--- config.mk ---
export PLATFORM = sky130hd
export DESIGN_NAME = adsr_envelope
export DESIGN_NICKNAME = d
export VERILOG_FILES = /design/src/rtl/adsr_pkg.sv /design/src/rtl/env_scale.sv /design/src/rtl/adsr_envelope.sv
export SDC_FILE = /design/constraint.sdc
export NUM_CORES = 1
export LEC_CHECK = 0
export BUFFER_PORTS_ARGS = -buffer_cell sky130_fd_sc_hd__buf_4
export CORE_MARGIN = 3
export CORE_UTILIZATION = 47
export DETAILED_ROUTE_END_ITERATION = 10
export PLACE_DENSITY_LB_ADDON = 0.05
export SYNTH_ARGS = -nofsm -noshare
export SYNTH_HDL_FRONTEND = slang
export SYNTH_HIERARCHICAL = 1
export SYNTH_SLANG_ARGS = --single-unit
export TNS_END_PERCENT = 20
--- constraint.sdc ---
create_clock -name Clk -period 6.05 [get_ports Clk]
set_input_delay 0.9075 -clock Clk [delete_from_list [all_inputs] [get_ports Clk]]
set_output_delay 0.9075 -clock Clk [all_outputs]
set_load 0.02 [all_outputs]
--- src/rtl/adsr_pkg.sv ---
// ---------------------------------------------------------------------------
// adsr_pkg
//   Shared types and helpers for the ADSR envelope stage.
//   - env_state_t : envelope phase encoding (also shown on the debug port)
//   - env_max()   : full-scale level for a given level width (ENV_MAX)
//   - sat_add()   : level increment that saturates at a ceiling
//   - sat_sub()   : level decrement that clamps at a floor
//   The arithmetic helpers work on 32-bit operands.
//   Callers pass levels no wider than 31 bits, so the sum or difference
//   never wraps before the saturation test is applied.
// ---------------------------------------------------------------------------
package adsr_pkg;

    localparam int STATE_W   = 3;
    localparam int ENV_W_DEF = 16;

    typedef enum logic [STATE_W-1:0] {
        ST_IDLE    = 3'd0,
        ST_ATTACK  = 3'd1,
        ST_DECAY   = 3'd2,
        ST_SUSTAIN = 3'd3,
        ST_RELEASE = 3'd4
    } env_state_t;

    // Full-scale envelope level (2^w - 1) for a level register of width w.
    function automatic logic [31:0] env_max(input int w);
        return (32'd1 << w) - 32'd1;
    endfunction

    // a + step, saturated to ceil.
    function automatic logic [31:0] sat_add(input logic [31:0] a,
                                            input logic [31:0] step,
                                            input logic [31:0] ceil);
        logic [31:0] sum;
        sum = a + step;
        return (sum > ceil) ? ceil : sum;
    endfunction

    // a - step, clamped to floor (never borrows below floor).
    function automatic logic [31:0] sat_sub(input logic [31:0] a,
                                            input logic [31:0] step,
                                            input logic [31:0] floor);
        return (a < floor + step) ? floor : (a - step);
    endfunction

endpackage

--- src/rtl/env_scale.sv ---
// ---------------------------------------------------------------------------
// env_scale
//   Registered amplitude scaler.
//   On a strobe it computes sample * level / 2^ENV_W and registers it.
//   The level is treated as unsigned and the division rounds toward minus
//   infinity (arithmetic shift).
//   valid_o is high for exactly the one cycle after each strobe.
//
//   Ports
//     Clk, Reset_n : clock, asynchronous active-low reset
//     strobe_i     : one-cycle sample strobe
//     sample_i     : signed input sample
//     level_i      : unsigned envelope level to apply
//     sample_o     : signed scaled sample (held between strobes)
//     valid_o      : pulse, sample_o was updated on the previous edge
// ---------------------------------------------------------------------------
module env_scale #(
    parameter int SAMPLE_W = 16,
    parameter int ENV_W    = 16
) (
    input  logic                       Clk,
    input  logic                       Reset_n,
    input  logic                       strobe_i,
    input  logic signed [SAMPLE_W-1:0] sample_i,
    input  logic        [ENV_W-1:0]    level_i,
    output logic signed [SAMPLE_W-1:0] sample_o,
    output logic                       valid_o
);

    localparam int PROD_W = SAMPLE_W + ENV_W + 1;

    logic signed [PROD_W-1:0]   product;
    logic signed [SAMPLE_W-1:0] sample_d;
    logic signed [SAMPLE_W-1:0] sample_q;
    logic                       valid_q;

    // Zero-extend the level by one bit so the signed multiply treats it as
    // a non-negative magnitude.
    assign product  = PROD_W'(sample_i) * PROD_W'($signed({1'b0, level_i}));
    // Level < 2^ENV_W, so the shifted result always fits SAMPLE_W bits.
    assign sample_d = SAMPLE_W'(product >>> ENV_W);

    always_ff @(posedge Clk or negedge Reset_n) begin
        if (!Reset_n) begin
            sample_q <= '0;
            valid_q  <= 1'b0;
        end else begin
            valid_q <= strobe_i;
            if (strobe_i) begin
                sample_q <= sample_d;
            end
        end
    end

    assign sample_o = sample_q;
    assign valid_o  = valid_q;

endmodule

--- src/rtl/adsr_envelope.sv ---
// ---------------------------------------------------------------------------
// adsr_envelope
//   Per-voice ADSR amplitude envelope.
//   It sits between the wavetable synthesizer and the audio interface.
//   The envelope advances only on sample_strobe edges.
//   A rising gate at a strobe (re)starts ATTACK from the current level.
//   A low gate in ATTACK/DECAY/SUSTAIN enters RELEASE.
//   Otherwise the current phase keeps stepping toward its target.
//   The strobe that changes phase also applies the new phase's step.
//   The sample is scaled by the level held before the strobe's update.
//
//   Ports
//     Clk, Reset_n  : clock, asynchronous active-low reset
//     gate          : key held (synchronous to Clk)
//     sample_strobe : one-cycle pulse per audio sample
//     sample_in     : signed sample from the synthesizer
//     sample_out    : signed enveloped sample
//     out_valid     : pulse, sample_out updated
//     env_level     : current envelope level
//     state_out     : current envelope phase encoding
//     active        : voice is not IDLE
// ---------------------------------------------------------------------------
module adsr_envelope
    import adsr_pkg::*;
#(
    parameter int               SAMPLE_W      = 16,
    parameter int               ENV_W         = ENV_W_DEF,
    parameter logic [ENV_W-1:0] ATTACK_STEP   = ENV_W'(16'h0100),
    parameter logic [ENV_W-1:0] DECAY_STEP    = ENV_W'(16'h0040),
    parameter logic [ENV_W-1:0] SUSTAIN_LEVEL = ENV_W'(16'hC000),
    parameter logic [ENV_W-1:0] RELEASE_STEP  = ENV_W'(16'h0020)
) (
    input  logic                       Clk,
    input  logic                       Reset_n,
    input  logic                       gate,
    input  logic                       sample_strobe,
    input  logic signed [SAMPLE_W-1:0] sample_in,
    output logic signed [SAMPLE_W-1:0] sample_out,
    output logic                       out_valid,
    output logic        [ENV_W-1:0]    env_level,
    output logic        [STATE_W-1:0]  state_out,
    output logic                       active
);

    localparam logic [31:0]      LEVEL_MAX_W = env_max(ENV_W);
    localparam logic [ENV_W-1:0] LEVEL_MAX   = LEVEL_MAX_W[ENV_W-1:0];

    env_state_t       state_q, state_d;
    env_state_t       eff_state;
    logic [ENV_W-1:0] level_q, level_d;
    logic             gate_q;
    logic             rise;

    // Next-state / next-level.
    // eff_state is the phase this strobe acts in, after gate-driven
    // transitions are applied.
    always_comb begin
        rise      = gate & ~gate_q;
        eff_state = state_q;
        if (rise) begin
            eff_state = ST_ATTACK;
        end else if (!gate && (state_q == ST_ATTACK || state_q == ST_DECAY ||
                               state_q == ST_SUSTAIN)) begin
            eff_state = ST_RELEASE;
        end

        state_d = state_q;
        level_d = level_q;
        if (sample_strobe) begin
            state_d = eff_state;
            case (eff_state)
                ST_IDLE: begin
                    level_d = '0;
                end
                ST_ATTACK: begin
                    // Starts from the current level, so a retrigger never clicks.
                    level_d = ENV_W'(sat_add(32'(level_q), 32'(ATTACK_STEP),
                                             LEVEL_MAX_W));
                    if (level_d == LEVEL_MAX) begin
                        state_d = ST_DECAY;
                    end
                end
                ST_DECAY: begin
                    level_d = ENV_W'(sat_sub(32'(level_q), 32'(DECAY_STEP),
                                             32'(SUSTAIN_LEVEL)));
                    if (level_d == SUSTAIN_LEVEL) begin
                        state_d = ST_SUSTAIN;
                    end
                end
                ST_SUSTAIN: begin
                    level_d = SUSTAIN_LEVEL;
                end
                ST_RELEASE: begin
                    level_d = ENV_W'(sat_sub(32'(level_q), 32'(RELEASE_STEP),
                                             32'd0));
                    if (level_d == '0) begin
                        state_d = ST_IDLE;
                    end
                end
                default: begin
                    state_d = ST_IDLE;
                    level_d = '0;
                end
            endcase
        end
    end

    always_ff @(posedge Clk or negedge Reset_n) begin
        if (!Reset_n) begin
            state_q <= ST_IDLE;
            level_q <= '0;
            gate_q  <= 1'b0;
        end else begin
            state_q <= state_d;
            level_q <= level_d;
            if (sample_strobe) begin
                gate_q <= gate;
            end
        end
    end

    // Scales by level_q, the level before this strobe's update.
    env_scale #(
        .SAMPLE_W (SAMPLE_W),
        .ENV_W    (ENV_W)
    ) u_scale (
        .Clk      (Clk),
        .Reset_n  (Reset_n),
        .strobe_i (sample_strobe),
        .sample_i (sample_in),
        .level_i  (level_q),
        .sample_o (sample_out),
        .valid_o  (out_valid)
    );

    assign env_level = level_q;
    assign state_out = state_q;
    assign active    = (state_q != ST_IDLE);

endmodule

# Word level (Yosys, flattened, before mapping)
# Cells that the tools add are included.
[word_totals]
regBits = 37
elab_cells = 41
[op_classes]
order_cmp = 3
n_bitwise = 2
mux = 10
n_mul = 1
n_eq_ne = 9
n_reduce_logical = 8
addsub = 3
[ops]
columns = ["operator", "count"]
rows = [
  ["$pmux W16 S4", 1],
  ["$mux W16", 3],
  ["$eq A16 B16 Y1 const B", 2],
  ["$mul A16 B17 Y32", 1],
  ["$add A16 B9 Y17 const B", 1],
  ["$gt A17 B16 Y1 const B", 1],
  ["$logic_not A16 Y1", 1],
  ["$lt A16 B16 Y1 const B", 1],
  ["$lt A16 B6 Y1 const B", 1],
  ["$sub A16 B6 Y16 const B", 1],
  ["$sub A16 B7 Y16 const B", 1],
  ["$mux W3", 5],
  ["$eq A3 B2 Y1 const B", 4],
  ["$pmux W3 S4", 1],
  ["$eq A3 B1 Y1 const B", 2],
  ["$eq A3 B3 Y1 const B", 1],
  ["$logic_not A3 Y1", 1],
  ["$reduce_bool A3 Y1", 1],
  ["$logic_or A1 B1 Y1", 2],
  ["$reduce_or A2 Y1", 1],
  ["$and A1 B1 Y1", 1],
  ["$logic_and A1 B1 Y1", 1],
  ["$logic_not A1 Y1", 1],
  ["$not A1 Y1", 1],
]

# Depth between registers and ports, before layout
# Gate-level depths: netlist of run 1.
[depth]
word_depth = 9
ltp_mapped = 22
mapped_depth_nobuf = 20

# Cells and area by module
# Netlist of run 1, hierarchy kept.
[modules_own_cells]
columns = ["mod", "instances", "cells_each", "area_each_um2"]
rows = [
  ["env_scale", 1, 1047, 9297.7],
  ["adsr_envelope", 1, 255, 1913.1],
]

# Worst setup path after synthesis of run 1
# Ideal clock, no wire load.
[synth_path]
kind = "input to register"
from = "in sample_in[7]"
to = "reg u_scale.sample_q[9], in the netlist u_scale/sample_o[9]"
t_arrival_ps = 6263
cell_stages = 21
path_slack_ps = -345
setup_ps = 132
cell_sequence = "clkbuf_1 > nand2_1 > fa_1 > inv_1 > fa_1 > inv_1 > fa_1 > inv_1 > fa_1 > fa_1 > inv_1 > fa_1 > inv_1 > ha_1 > nand4_1 > o221ai_2 > nand3_2 > a32oi_2 > nand3_1 > nand4_1 > or3b_1"
[synth_via]
elab_chain_len = 1
[synth_rtl]
columns = ["element", "line", "source"]
rows = [
  ["start: declaration", "adsr_envelope.sv:37", "input logic signed [SAMPLE_W-1:0] sample_in,"],
  ["$mul A16 B17 Y32", "env_scale.sv:39", "assign product = PROD_W'(sample_i) * PROD_W'($signed({1'b0, level_i}));"],
  ["end signal: assignment", "env_scale.sv:50", "sample_q <= sample_d;"],
  ["end: declaration", "env_scale.sv:34", "logic signed [SAMPLE_W-1:0] sample_q;"],
]
# Every way passes these cells.
# A chain may end at the register's enable or synchronous reset.

# Final worst setup path of run 1
[layout_path]
from = "in sample_in[6]"
to = "reg u_scale.sample_q[15], in the netlist u_scale/sample_o[15]"
# The elaborated chain is that of the path after synthesis.

==> impl_metrics.ini, run 1 <==
[clock_network]
h-tree-depth = 2
clkLatencyLatePin_ns = 0.30
clk_pin_slew_ns = 0.06
clkSinkCount = 37
cts_tree = yes
cts_buffers = 5
root_buffer = clkbuf_16
cts.path.max_buffers = 2

[synth]
synth.area.top_cells = fa_1 34%, ha_1 14%, inv_1 8.6%
synth_ff_type = dfrtp_1
syn_area_per_cell_um2 = 8.610
synth_most_common_cell = inv_1
synth_cell_types = 76
ys.warnings.count = 6
synth_nets = 1637
netlist_area_um2 = 11210
synthTopCellsByCount = 258 x inv_1, 193 x fa_1, 159 x nand2_1, 122 x and2_1, 122 x ha_1
synth_edf_count = 0
async_flop_share_pct = 100.0
yosys.area.top_type = fa_1
synth_top_area_share_pct = 34.46
ys_seq_area_share_pct = 8.259
netlist_instances = 1302
ys_ff_latch = 37

[floorplanning]
ios = 57
core_area_um2 = 23050
fp.dieW_um = 160.4
dieArea_um2 = 25740
initial_core_util_pct = 48.63
die-height_um = 160.4
rows = 55

[final_layout]
n_antenna_cell = 0
instances_no_fill = 1729
area_growth_pct = 15.70
stdcell_area_um2 = 12970
n_fill_cell = 2171
layout.nets = 1750
drive_gt1_share_pct = 16.88
final_util_pct = 56.27

[global_route]
first_global_vias = 9430
grt_max_degree = 42
grt_pass1_wl_um = 49330
gr-total-overflow = 0
antenna_found_initial = 0
gr-usage-all-layers_pct = 23.89

[sta]
final-hold-violation-count = 0
finClkSkew_ns = 0.01045
max_freq_mhz = 166.2
period_share_pct = 99.42
setup-tns-final_ns = 0
setup_violations = 0
maxSlewHeadroom_pct = 37.01
drv_slew = 0
rsz0062_at_grt = true
period_minus_slack_ns = 6.015
worstMarginPinSlew_ns = 0.9317

[critical_path]
end_kind = register
cp_slowest_stage_delay_ns = 0.53
cp_data_arrival_time_ns = 6.24
cpMostUsedCell = fa_1
r2r_end = u_scale/sample_o[15]
path_cells = buf_4 -> buf_4 -> and2_1 -> fa_1 -> inv_1 -> fa_1 -> inv_1 -> fa_1 -> fa_1 -> fa_1 -> inv_1 -> fa_1 -> inv_1 -> ha_4 -> nand4_1 -> o221ai_2 -> nand3_2 -> a32oi_4 -> nand4b_1 -> buf_4 -> a21o_2 -> nand3_1
startpoint = sample_in[6]
cp_slowest_cell = fa_1
crit_family = adder cells
reg2reg_from = env_level[5]
crit_required_ns = 6.28
rrSetupSlack_ns = 0.15
worstSetupPathType = in -> reg
worstSetupStartpointType = input port
crit_buf_inv = 7
endpoint = u_scale/sample_o[15]
r2r_cells = 20
cp_max_fo = 9
crit_cells = 22

[place]
placedCellCount = 1717
dp_hpwl_um = 24800
gp_congestion = 0.9411
postPlaceCellArea_um2 = 12620
io_buffer_count = 56

[drt]
avgViaCountPerCell = 5.353
first_pass_iters = 5
routed_wl_um = 30060
wl_per_cell_um = 17.39
vias = 9255
drc = 0
drt_iter0_markers = 479
ant_nets = 0

[hold_path]
hp-class = reg -> reg
hold_path_depth = 2
min_from = u_scale/sample_o[11]

[run_status]
status = completed

[run]
drv_cap = 0
==> logic make-up after synthesis <==
family | share of synthesized area (%)
AND/OR/NAND/NOR | 20.30
buffers and inverters | 11.03
adder cells (fa/ha/maj) | 48.08
AO/OA/AOI/OAI | 9.688
flip-flops | 8.259
XOR/XNOR | 1.719
multiplexers | 0.9263
==> per-stage QoR <==
step / setup WS (ns) / hold WS, ns
after detailed placement: -0.4155 / 0.4782
final: 0.03494 / 0.4924
after CTS: 0.003032 / 0.4928
after global placement: -0.3667 / 0.4744
after floorplan: -0.009344 / 0.5455
after global routing: -0.1399 / 0.5266
==> repair_timing <==
item,in CTS,in global routing
hold buffers,0,0
pin swaps,9,26
endpoints found under the setup margin,11,13
buffers inserted,1,3
resized for setup,5,42
gates cloned,0,0
==> cell type report <==
class | instances | area [um2] | share of cell area [%]
Sequential cell | 37 | 927.1 | 7.148
Clock buffer | 5 | 125.1 | 0.9646
Inverter | 258 | 968.4 | 7.466
Clock inverter | 3 | 17.52 | 0.1350
Timing Repair Buffer | 164 | 1265 | 9.752
Multi-Input combinational cell | 949 | 9276 | 71.52
Tap cell | 313 | 391.6 | 3.019
==> sequential cells by signal, indices dropped and copies added, names as in the netlist <==
name,count
u_scale/valid_o,1
u_scale/sample_o,16
gate_q,1
env_level,16
state_out,3
==> worst min path at each step <==
stage / end / slack (ns)
after detailed placement: u_scale/sample_o[11] / 0.48
after global routing: u_scale/sample_o[1] / 0.53
after global placement: u_scale/sample_o[11] / 0.47
final: u_scale/sample_o[11] / 0.49
after CTS: u_scale/sample_o[11] / 0.49
after floorplan: state_out[1] / 0.55
==> worst register-to-register path: stages (launching register included) <==
cell      delay (ns)
dfrtp_1         0.49
buf_4           0.28
nand2_1         0.10
fa_1            0.50
inv_1           0.06
fa_1            0.55
fa_1            0.44
fa_1            0.51
fa_1            0.49
inv_1           0.05
fa_1            0.53
inv_1           0.06
ha_4            0.29
nand4_1         0.12
o221ai_2        0.24
nand3_2         0.14
a32oi_4         0.35
nand4b_1        0.20
buf_4           0.19
a21o_2          0.18
nand3_1         0.07
==> layer usage <==
| layer | vias to the layer above | wire length (um) | GRT usage, % |
|---|---|---|---|
| met5 | - | 0 | 0 |
| met4 | 0 | 980 | 7.811 |
| met3 | 49 | 1106 | 1.909 |
| met2 | 220 | 15250 | 41.71 |
| met1 | 4644 | 12720 | 31.51 |
| li1 | 4342 | - | - |
==> cells in the final DEF (no fill, tap or decap), drive strengths merged, types with 3 or more instances in the layout <==
cell | Yosys | routed
fa | 193 | 193
o221ai | 5 | 5
xor2 | 4 | 4
mux2 | 8 | 8
o31ai | 5 | 5
o311ai | 3 | 3
a21oi | 45 | 45
nor3 | 11 | 11
a21o | 10 | 10
nand2b | 12 | 12
nor2b | 9 | 9
a211oi | 3 | 3
and4 | 3 | 3
inv | 258 | 258
o21ai | 34 | 34
a2bb2oi | 3 | 3
ha | 122 | 122
o21bai | 4 | 4
nand4 | 20 | 20
buf | 5 | 164
o211ai | 7 | 7
and2 | 124 | 124
a2111oi | 4 | 4
a31oi | 9 | 9
xnor2 | 18 | 18
a221oi | 6 | 6
and3 | 9 | 9
nand3 | 23 | 23
nor2 | 48 | 48
o22ai | 3 | 3
dfrtp | 37 | 37
nand2 | 159 | 159
clkbuf | 53 | 5
or3 | 5 | 5
or4 | 5 | 5
nor4 | 3 | 3
Power of run 1 is not shown: default switching activity piles up to over one toggle a cycle in this logic, so the estimate is an artifact.
==> inputs of run 2 (changes only) <==
--- a/config.mk
+++ b/config.mk
@@ -10,6 +10,7 @@
 export CORE_UTILIZATION = 47
 export DETAILED_ROUTE_END_ITERATION = 10
 export PLACE_DENSITY_LB_ADDON = 0.05
+export RECOVER_POWER = 50
 export SYNTH_ARGS = -nofsm -noshare
 export SYNTH_HDL_FRONTEND = slang
 export SYNTH_HIERARCHICAL = 1
==> run 2 against run 1 <==
  * The run now ends with max-capacitance violations, max-slew violations left
  * Global-route usage unchanged
  * Clock skew is essentially flat
  * Cell area about the same
  * Hold slack hardly changed
  * First-iteration DRC count did not move
  * Register-to-register slack barely moved
  * Largest cell class unchanged
  * Critical path type unchanged
  * Non-clock buffer count stayed put
  * Utilization barely moved
  * Setup slack about the same
  * Via count hardly changed
  * Die area unchanged
  * Final cell count unchanged
==> impl_metrics.ini, run 2 (synthesis gave the netlist of run 1 again) <==
[drt]
ant_nets = 0
first_pass_iters = 5
routed_wl_um = 30080
vias = 9264
avgViaCountPerCell = 5.358
wl_per_cell_um = 17.40
drt_iter0_markers = 479
drc = 0

[hold_path]
worstHoldEndpoint = u_scale/sample_o[11]
hold_path_depth = 2
min_from = u_scale/sample_o[11]
hp-class = reg -> reg

[clock_network]
cts.path.max_buffers = 2
cts_buffers = 5
cts_tree = yes
h-tree-depth = 2
clkLatencyLatePin_ns = 0.30
clkSinkCount = 37
clk_pin_slew_ns = 0.06
root_buffer = clkbuf_16

[floorplanning]
core_area_um2 = 23050
die-height_um = 160.4
ios = 57
fp.dieW_um = 160.4
initial_core_util_pct = 48.63
dieArea_um2 = 25740
rows = 55

[place]
io_buffer_count = 56
dp_hpwl_um = 24800
dp_slack_ns = -0.4155
placedCellCount = 1717
gp_congestion = 0.9411
postPlaceCellArea_um2 = 12620

[sta]
worstMarginPinSlew_ns = 2.358
rsz0062_at_grt = true
max_freq_mhz = 166.2
finalWorstSetupSlack_ns = 0.03467
period_share_pct = 99.43
finClkSkew_ns = 0.01051
maxSlewHeadroom_pct = -57.20
period_minus_slack_ns = 6.015
setup_violations = 0
final-hold-violation-count = 0
drv_slew = 38

[final_layout]
n_fill_cell = 2171
area_growth_pct = 15.67
mostFrequentLayoutCells = 253 x inv_1, 186 x fa_1, 156 x nand2_1
final_common_cell = inv_1
drive_gt1_share_pct = 16.81
instances_no_fill = 1729
stdcell_area_um2 = 12970
layout.nets = 1750
n_antenna_cell = 0

[global_route]
antenna_found_initial = 0
first_global_vias = 9430
gr-usage-all-layers_pct = 23.89
grt_pass1_wl_um = 49330
grt_max_degree = 42
gr-total-overflow = 0

[critical_path]
cpMostUsedCell = fa_1
cp_slowest_cell = fa_1
worstSetupStartpointType = input port
end_kind = register
cp_slowest_stage_delay_ns = 0.53
cp_max_fo = 9
crit_family = adder cells
crit_required_ns = 6.28
worstSetupPathType = in -> reg
path_cells = buf_4 -> buf_4 -> and2_1 -> fa_1 -> inv_1 -> fa_1 -> inv_1 -> fa_1 -> fa_1 -> fa_1 -> inv_1 -> fa_1 -> inv_1 -> ha_4 -> nand4_1 -> o221ai_2 -> nand3_2 -> a32oi_4 -> nand4b_1 -> buf_4 -> a21o_2 -> nand3_1
rrSetupSlack_ns = 0.15
r2r_end = u_scale/sample_o[15]
reg2reg_from = env_level[5]
cp_data_arrival_time_ns = 6.24
crit_buf_inv = 7
r2r_cells = 20

[run_status]
status = complete, but fails checks
violations = max-capacitance violations, max-slew violations

[run]
drv_cap = 1
[run 2: cell types whose count changed in the layout (fill, tap and decap cells not counted)]
cell	before	now
clkbuf_1	0	1
buf_4	156	155
[run 2: metrics by stage]
step | TNS, ns | hold slack [ns] | util, %
detailed placement | -4.404 | 0.4782 | 54.76
global route | -0.9128 | 0.5266 | 56.25
finish | 0 | 0.4924 | 56.25
CTS | 0 | 0.4928 | 55.51
floorplan | -0.009344 | 0.5455 | -
global placement | -3.868 | 0.4744 | 54.76
[run 2: area by class of cell]
| class | count | area, um2 | share of cell area, % |
|---|---|---|---|
| inverters | 258 | 968.4 | 7.468 |
| clock buffers | 5 | 125.1 | 0.9649 |
| clock inverters | 3 | 17.52 | 0.1351 |
| flip-flops and latches | 37 | 927.1 | 7.150 |
| multi-input cells | 949 | 9276 | 71.54 |
| well taps | 313 | 391.6 | 3.020 |
| repair buffers | 164 | 1261 | 9.726 |
[run 2: worst min-delay path, cell delays in order, from the launching register on]
cell     delay [ns]
dfrtp_1        0.35
nand2_1        0.05
nand3_1        0.06
[run 2: how the worst max path moves through the flow]
stage	from	to	slack (ns)	depth (start not counted)
2_1_floorplan	sample_in[4]	u_scale/sample_o[9]	-0.009	20
3_3_place_gp	sample_in[6]	u_scale/sample_o[11]	-0.37	20
3_5_place_dp	sample_in[6]	u_scale/sample_o[10]	-0.42	20
4_1_cts	sample_in[6]	u_scale/sample_o[9]	0.003	18
5_1_grt	sample_in[6]	u_scale/sample_o[9]	-0.14	21
6_report	sample_in[6]	u_scale/sample_o[15]	0.03	22
[run 2: layer usage]
layer | GRT usage [%] | vias up | share of wire, %
li1 | - | 4340 | -
met5 | 0 | - | 0
met2 | 41.71 | 216 | 51
met4 | 7.811 | 0 | 3.3
met1 | 31.51 | 4657 | 43
met3 | 1.909 | 51 | 3.4
[run 2: what timing repair did]
item	CTS	global route
pin swaps	9	26
gates resized for setup	5	42
buffers inserted	1	3
gates cloned	0	0
endpoints found under the setup margin	11	13
hold buffers	0	0
Power of run 2 is left out for the same reason.
